==> src/rtl/fpmul_rr_scheduler.sv <==
// Round-robin scheduler sharing one pipelined single-precision multiplier among N requesters.
// Each requester owns a single result slot that holds its product and U/O flags until acknowledged.
module fpmul_rr_scheduler #(
    parameter int N       = 4,
    parameter int MUL_LAT = 2,
    parameter int IDW     = 2
) (
    input  logic              clk,
    input  logic              rst_n,
    input  logic              en,
    input  logic [N-1:0]      req_valid,
    output logic [N-1:0]      req_ready,
    input  logic [N*32-1:0]   req_a,
    input  logic [N*32-1:0]   req_b,
    output logic              mul_valid,
    output logic [31:0]       mul_a,
    output logic [31:0]       mul_b,
    input  logic [31:0]       mul_result,
    input  logic              mul_u,
    input  logic              mul_o,
    output logic [N-1:0]      rsp_valid,
    output logic [N*32-1:0]   rsp_data,
    output logic [N-1:0]      rsp_u,
    output logic [N-1:0]      rsp_o,
    input  logic [N-1:0]      rsp_ack,
    output logic              busy,
    output logic [IDW-1:0]    grant_id
);

    typedef enum logic [1:0] {
        ST_IDLE     = 2'd0,
        ST_INFLIGHT = 2'd1,
        ST_DONE     = 2'd2
    } state_e;

    state_e              state_r [N];
    logic [IDW-1:0]      rr_r;
    logic [IDW-1:0]      grant_id_r;
    logic                mul_valid_r;
    logic [31:0]         mul_a_r;
    logic [31:0]         mul_b_r;
    logic                pipe_v_r  [MUL_LAT+1];
    logic [IDW-1:0]      pipe_id_r [MUL_LAT+1];
    logic [N-1:0]        rsp_valid_r;
    logic [N*32-1:0]     rsp_data_r;
    logic [N-1:0]        rsp_u_r;
    logic [N-1:0]        rsp_o_r;

    logic [N-1:0]        elig_s;
    logic [N-1:0]        req_ready_s;
    logic                grant_v_s;
    logic [IDW-1:0]      grant_idx_s;
    logic [IDW:0]        sum_s;
    logic [IDW-1:0]      cand_s;
    logic [31:0]         sel_a_s;
    logic [31:0]         sel_b_s;
    logic                cap_v_s;
    logic [IDW-1:0]      cap_id_s;
    logic                busy_s;

    // Only idle slots may be granted, so a pending result is never overwritten.
    always_comb begin
        elig_s = '0;
        for (int i = 0; i < N; i++) begin
            elig_s[i] = rst_n & en & req_valid[i] & (state_r[i] == ST_IDLE);
        end
    end

    // Round-robin search starting at the pointer, wrapping mod N.
    always_comb begin
        grant_v_s   = 1'b0;
        grant_idx_s = '0;
        req_ready_s = '0;
        sum_s       = '0;
        cand_s      = '0;
        for (int off = 0; off < N; off++) begin
            sum_s = {1'b0, rr_r} + (IDW+1)'(off);
            if (sum_s >= (IDW+1)'(N)) begin
                cand_s = IDW'(sum_s - (IDW+1)'(N));
            end else begin
                cand_s = sum_s[IDW-1:0];
            end
            if (!grant_v_s && elig_s[cand_s]) begin
                grant_v_s   = 1'b1;
                grant_idx_s = cand_s;
            end else begin
                grant_v_s   = grant_v_s;
            end
        end
        if (grant_v_s) begin
            req_ready_s[grant_idx_s] = 1'b1;
        end else begin
            req_ready_s = '0;
        end
    end

    // Operand mux for the granted requester.
    always_comb begin
        sel_a_s = '0;
        sel_b_s = '0;
        for (int i = 0; i < N; i++) begin
            if (grant_idx_s == IDW'(i)) begin
                sel_a_s = req_a[i*32 +: 32];
                sel_b_s = req_b[i*32 +: 32];
            end else begin
                sel_a_s = sel_a_s;
                sel_b_s = sel_b_s;
            end
        end
    end

    assign cap_v_s  = pipe_v_r[MUL_LAT];
    assign cap_id_s = pipe_id_r[MUL_LAT];

    // Issue registers, tag pipeline, per-requester slot FSMs and result capture.
    always_ff @(posedge clk) begin
        if (!rst_n) begin
            mul_valid_r <= 1'b0;
            mul_a_r     <= 32'd0;
            mul_b_r     <= 32'd0;
            grant_id_r  <= '0;
            rr_r        <= '0;
            for (int k = 0; k <= MUL_LAT; k++) begin
                pipe_v_r[k]  <= 1'b0;
                pipe_id_r[k] <= '0;
            end
            for (int i = 0; i < N; i++) begin
                state_r[i] <= ST_IDLE;
            end
            rsp_valid_r <= '0;
            rsp_data_r  <= '0;
            rsp_u_r     <= '0;
            rsp_o_r     <= '0;
        end else begin
            mul_valid_r  <= grant_v_s;
            pipe_v_r[0]  <= grant_v_s;
            pipe_id_r[0] <= grant_idx_s;
            if (grant_v_s) begin
                mul_a_r    <= sel_a_s;
                mul_b_r    <= sel_b_s;
                grant_id_r <= grant_idx_s;
                if (grant_idx_s == IDW'(N-1)) begin
                    rr_r <= '0;
                end else begin
                    rr_r <= grant_idx_s + IDW'(1);
                end
            end
            for (int k = 1; k <= MUL_LAT; k++) begin
                pipe_v_r[k]  <= pipe_v_r[k-1];
                pipe_id_r[k] <= pipe_id_r[k-1];
            end
            for (int i = 0; i < N; i++) begin
                case (state_r[i])
                    ST_IDLE: begin
                        if (grant_v_s && (grant_idx_s == IDW'(i))) begin
                            state_r[i] <= ST_INFLIGHT;
                        end
                    end
                    ST_INFLIGHT: begin
                        if (cap_v_s && (cap_id_s == IDW'(i))) begin
                            state_r[i]              <= ST_DONE;
                            rsp_valid_r[i]          <= 1'b1;
                            rsp_data_r[i*32 +: 32]  <= mul_result;
                            rsp_u_r[i]              <= mul_u;
                            rsp_o_r[i]              <= mul_o;
                        end
                    end
                    ST_DONE: begin
                        if (rsp_ack[i]) begin
                            state_r[i]     <= ST_IDLE;
                            rsp_valid_r[i] <= 1'b0;
                        end
                    end
                    default: begin
                        state_r[i]     <= ST_IDLE;
                        rsp_valid_r[i] <= 1'b0;
                    end
                endcase
            end
        end
    end

    // Activity indicator: any occupied slot or any tag still travelling.
    always_comb begin
        busy_s = 1'b0;
        for (int i = 0; i < N; i++) begin
            busy_s = busy_s | (state_r[i] != ST_IDLE);
        end
        for (int k = 0; k <= MUL_LAT; k++) begin
            busy_s = busy_s | pipe_v_r[k];
        end
    end

    assign req_ready = req_ready_s;
    assign mul_valid = mul_valid_r;
    assign mul_a     = mul_a_r;
    assign mul_b     = mul_b_r;
    assign rsp_valid = rsp_valid_r;
    assign rsp_data  = rsp_data_r;
    assign rsp_u     = rsp_u_r;
    assign rsp_o     = rsp_o_r;
    assign busy      = busy_s;
    assign grant_id  = grant_id_r;

endmodule

==> config.mk <==
export PLATFORM = sky130hd
export DESIGN_NAME = fpmul_rr_scheduler
export DESIGN_NICKNAME = d
export VERILOG_FILES = /design/src/rtl/fpmul_rr_scheduler.sv
export SDC_FILE = /design/constraint.sdc
export NUM_CORES = 1
export LEC_CHECK = 0
export CAP_MARGIN = 10
export CORE_AREA = 5 5 196 198
export DETAILED_ROUTE_END_ITERATION = 12
export DIE_AREA = 0 0 201 203
export GPL_TIMING_DRIVEN = 0
export SYNTH_ARGS = -nofsm -noshare
export SYNTH_HDL_FRONTEND = slang
export SYNTH_SLANG_ARGS = --single-unit
==> constraint.sdc <==
create_clock -name clk -period 3.8 [get_ports clk]
set_clock_uncertainty 0.15 [all_clocks]
set_input_delay 0.38 -clock clk [delete_from_list [all_inputs] [get_ports clk]]
set_output_delay 0.38 -clock clk [all_outputs]
set_load 0.02 [all_outputs]
## After elaboration in Yosys (flattened, before gate mapping)

Memory sizes are Yosys's and may differ from the RTL's.
Cells that the tools add are included.

- $add $sub $neg: 8
- Order comparisons: 10
- Equality and inequality tests: 22
- Muxes and demuxes: 128
- Bitwise gates (word level): 41
- Reduce and logical (&&, ||, !) cells: 37

Operators by type and width:

| operator | number |
|---|---|
| 32-bit 2-to-1 mux | 8 |
| 1-bit 2-to-1 mux | 82 |
| 2-bit 2-to-1 mux | 28 |
| 1-bit bitwise OR | 28 |
| 2-bit == test (second input constant) | 8 |
| 2-bit != test (second input constant) | 8 |
| 2-bit by 3-bit less-than comparator with 1-bit output (second input constant) | 5 |
| 2-bit by 1-bit == test with 1-bit output (second input constant) | 6 |
| 1-bit logical AND | 12 |
| 2-bit zero test | 6 |
| 1-bit case mux with 3 select lines | 4 |
| 3-bit AND reduction | 4 |
| 3-bit OR reduction | 4 |
| 1-bit AND | 9 |
| 3-bit >= comparator (second input constant) | 3 |
| 1-bit binary-select mux with 2-bit select | 4 |
| 2-bit AND reduction | 4 |
| 2-bit nonzero test | 4 |
| 2-bit by 1-bit subtractor with 2-bit output (second input constant) | 4 |
| 2-bit by 2-bit adder with 3-bit output (second input constant) | 2 |
| 4-bit 2-to-1 mux | 1 |
| 1-bit inverter | 4 |
| 2-bit by 1-bit adder with 3-bit output (second input constant) | 1 |
| 2-bit by 3-bit >= comparator with 1-bit output (second input constant) | 1 |
| 4 further kinds | 6 |

- Bits in registers: 209
- RAM bits: 17
- Bits of input ports: 301
- Output and inout port bits: 212
- Word-level logic and storage cells: 270
- Memories: 3

Memories:

| name | words | bits a word | rd ports | clocked after memory_dff | wr ports | RTL line | RTL |
|---|---|---|---|---|---|---|---|
| state_r | 4 | 2 | 4 | 0 | 4 | 36 | `state_e state_r [N];` |
| pipe_id_r | 3 | 2 | 3 | 0 | 3 | 43 | `logic [IDW-1:0] pipe_id_r [MUL_LAT+1];` |
| pipe_v_r | 3 | 1 | 3 | 0 | 3 | 42 | `logic pipe_v_r [MUL_LAT+1];` |

## Logic depth before layout (Yosys ltp)

- Word-level depth: 25
- Depth in mapped cells: 14
- Mapped depth without buffers: 9

## Worst setup path before layout

No wires, ideal clock.

- Path kind: reg2out
- Start point: memory state_r[1][0] in the netlist's numbering
- End point: output req_ready[3]
- Data arrival time: 2.403 ns
- Data required time: 3.270 ns
- Setup slack: 0.867 ns
- Cell stages (with the launch flop): 11
- Path buffers: 4
- Path through: edfxtp_1 -> nor3b_2 -> o21a_1 -> buf_4 -> and4_1 -> or2_1 -> ha_1 -> clkbuf_1 -> clkbuf_1 -> clkbuf_1 -> and2_1

RTL lines:

| what | RTL line | RTL |
|---|---|---|
| from (decl) | 36 |  |
| to (decl) | 12 | `output logic [N-1:0] req_ready,` |

==> out/metrics.csv <==
metric,value,unit
synth_compound_area_share,25.84,%
synth_top_family_by_area,compound AO/OA/AOI/OAI gates,
avgSynthCellArea,8.129,µm²
arrival,3.13,ns
ios,513,
root_buffer,clkbuf_16,
status,"finished, final reports clean",
synth_area,10070,µm²
routabilityCongestion,0.9105,
cts_buffer_depth,3,
grt_pass1_wl,73.01,mm
wl_per_cell,21.86,µm
antenna_found_initial,8,
worstSetupPathType,flop to output pin,
synth-simple-area-share,19.83,%
synth-adder-area-share,0.4969,%
grt.overflow.total,0,
worst-path-max-fanout,19,
io_buffers,512,
clkTransAtPathRegs,0.06,ns
drt_iter0_markers,599,
stdcell_count,2270,
max_cap_viol_count,0,
dp.cells,2219,
start_util,27.71,%
pre_cts_ws,-1.243,ns
dp_hpwl,39.51,mm
synth_xor_area_share,0,%
grt_max_degree,20,
clock_sinks,225,
gr-usage-all-layers,22.93,%
vias,11470,
syn_nets,1544,
worstSkewPairLatency,0.54,ns
ys.flop_type,dfxtp_1,
end_kind,output pin,
area_growth,65.91,%
synthArstFlopShare,0,%
cts_max_level,1,
nNetsFinal,2082,
synthCells,1239,
muxShareOfSynthArea,0,%
antenna_left,0,
post-route-drc-count,0,
required,3.27,ns
post-route-period-util,96.23,%
cts_tree,built,
grt_pass1_vias,11730,
hp-class,input pin to flop,
postRouteWirelength,49.62,mm
numCtsBuffers,26,
via_per_inst,5.052,
die-area,40800,µm²
synth_edf_count,8,
setup_ws,0.1431,ns
timing.final.max_slew_violations,0,
ys_warn_count,0,
final_layout_size_suffix_gt1_share,6.240,%
hold_viol_final,0,
fmax,273.5,MHz
ys_ff_latch,225,
synth.distinct_cells,44,
power_density,373.4,nW/µm²
tightest_slew,0.8467,ns
core-area,36350,µm²
min_period,3.657,ns
slew_headroom,43.34,%
setup_violations,0,
rows,70,
yosysSeqAreaShare,45.52,%
critPathLaunchType,flop,
p_leak,5.939,nW
die_x,201,µm
drtPass1Iterations,5,
ir_drop,197.9,µV
fp.dieH,203,µm
[worst max-delay path: stages (launching register included)]
cell           delay (ns)
edfxtp_1             0.46
nor3b_2              0.26
o21a_1               0.16
buf_4                0.18
and4_2               0.30
or2_1                0.18
ha_1                 0.17
buf_4                0.18
buf_8                0.21
and2_1               0.15
dlygate4sd2_1        0.33
[layout make-up]
cell class / count / area, µm²
tap: 468 / 585.6
fill: 3654 / 19640
sequential: 225 / 4584
timing repair buffer: 514 / 5135
clock inverter: 12 / 127.6
buffer: 117 / 589.3
multi-input combinational: 824 / 4702
clock buffer: 34 / 710.7
antenna: 7 / 17.52
inverter: 69 / 259.0
[layout by cell type, fill, tap and decap left out, types with 8 or more instances in the layout]
master           instances
and2_1                  13
clkbuf_16               26
buf_6                    9
a221oi_1                63
a311oi_1                50
dfxtp_1                217
clkdlybuf4s50_1        508
a311oi_2                14
a21oi_1                139
nand2_1                346
nor2_1                  13
clkbuf_1                79
buf_2                   22
edfxtp_1                 8
buf_4                   11
a211o_1                 63
nor3_1                  65
inv_1                   68
[what timing repair did]
item                       in CTS  in global routing
setup buffers                   1                  1
setup endpoints to repair      40                  3
cloned                          0                  0
hold endpoints to repair        0                  0
pin swaps                       2                  0
hold buffers                    0                  0
gates resized for setup        23                  2
[metrics by stage]
stage | setup TNS, ns | total power, mW | util, % | cell area, µm² | hold slack (ns)
after global placement | -34.83 | 3.809 | 43.42 | 15780 | 0.2654
after detailed placement | -35.06 | 3.812 | 43.42 | 15780 | 0.2679
after global routing | -0.01723 | 6.498 | 45.97 | 16710 | 0.2623
after CTS | 0 | 6.307 | 45.90 | 16680 | 0.2400
after floorplan | 0 | 3.116 | - | 10070 | 0.2619
final | 0 | 6.240 | 45.98 | 16710 | 0.2692
[Yosys cell counts, types with 3 or more instances]
library cell	instances	area share (%)
buf_2	25	1.2
nand2_1	346	13
o21ai_0	6	0.30
a311oi_2	14	2.1
o22ai_1	5	0.31
a211o_1	63	5.5
or2_1	5	0.31
inv_1	68	2.5
a311o_1	3	0.30
and2_1	13	0.81
ha_1	4	0.50
clkbuf_1	78	2.9
nor2_1	14	0.52
nand3b_1	3	0.22
and3_1	4	0.25
buf_4	9	0.67
edfxtp_1	8	2.4
a221oi_1	63	5.5
nor3_1	65	3.2
a21oi_1	139	6.9
nor3b_2	3	0.37
a311oi_1	50	4.3
dfxtp_1	217	43
buf_6	8	0.89
nand4_1	3	0.19
[where the power goes]
group / switching (mW) / internal (mW)
sequential: 0.0553 / 2.46
clock: 1.01 / 1.45
combinational: 0.603 / 0.657
total: 1.67 / 4.57
[worst paths after layout]
check	startpoint	endpoint	slack, ns	cells past startpoint
hold / removal	rst_n	rsp_valid[0]	0.27	3
hold reg to reg	pipe_id_r[0][2]	pipe_id_r[0][4]	0.27	1
setup / recovery	state_r[3][1]	req_ready[1]	0.14	10
setup reg to reg	state_r[2][0]	mul_b[6]	0.32	11
[flip-flops by register name, summed over array words and instances (netlist names)]
name	count
rsp_o	4
mul_a	32
rsp_valid	4
mul_b	32
rsp_u	4
pipe_id_r	6
rr_r	2
pipe_v_r	3
rsp_data	128
grant_id	2
state_r	8
[per-layer routing]
| metal | track usage (%) | vias to the layer above | part of all wire (%) |
|---|---|---|---|
| li1 | - | 5457 | - |
| met1 | 26.09 | 5427 | 38 |
| met2 | 41.43 | 509 | 50 |
| met3 | 6.868 | 72 | 8.7 |
| met4 | 6.957 | 4 | 2.8 |
| met5 | 0 | - | 0.050 |
[kinds of logic after synthesis]
family	Yosys count
AOI/OAI and AO/OA	351
adders and majority gates	4
buffers and inverters	190
DFF	225
and+or+nand+nor	469
(Power assumes the default switching activity.)
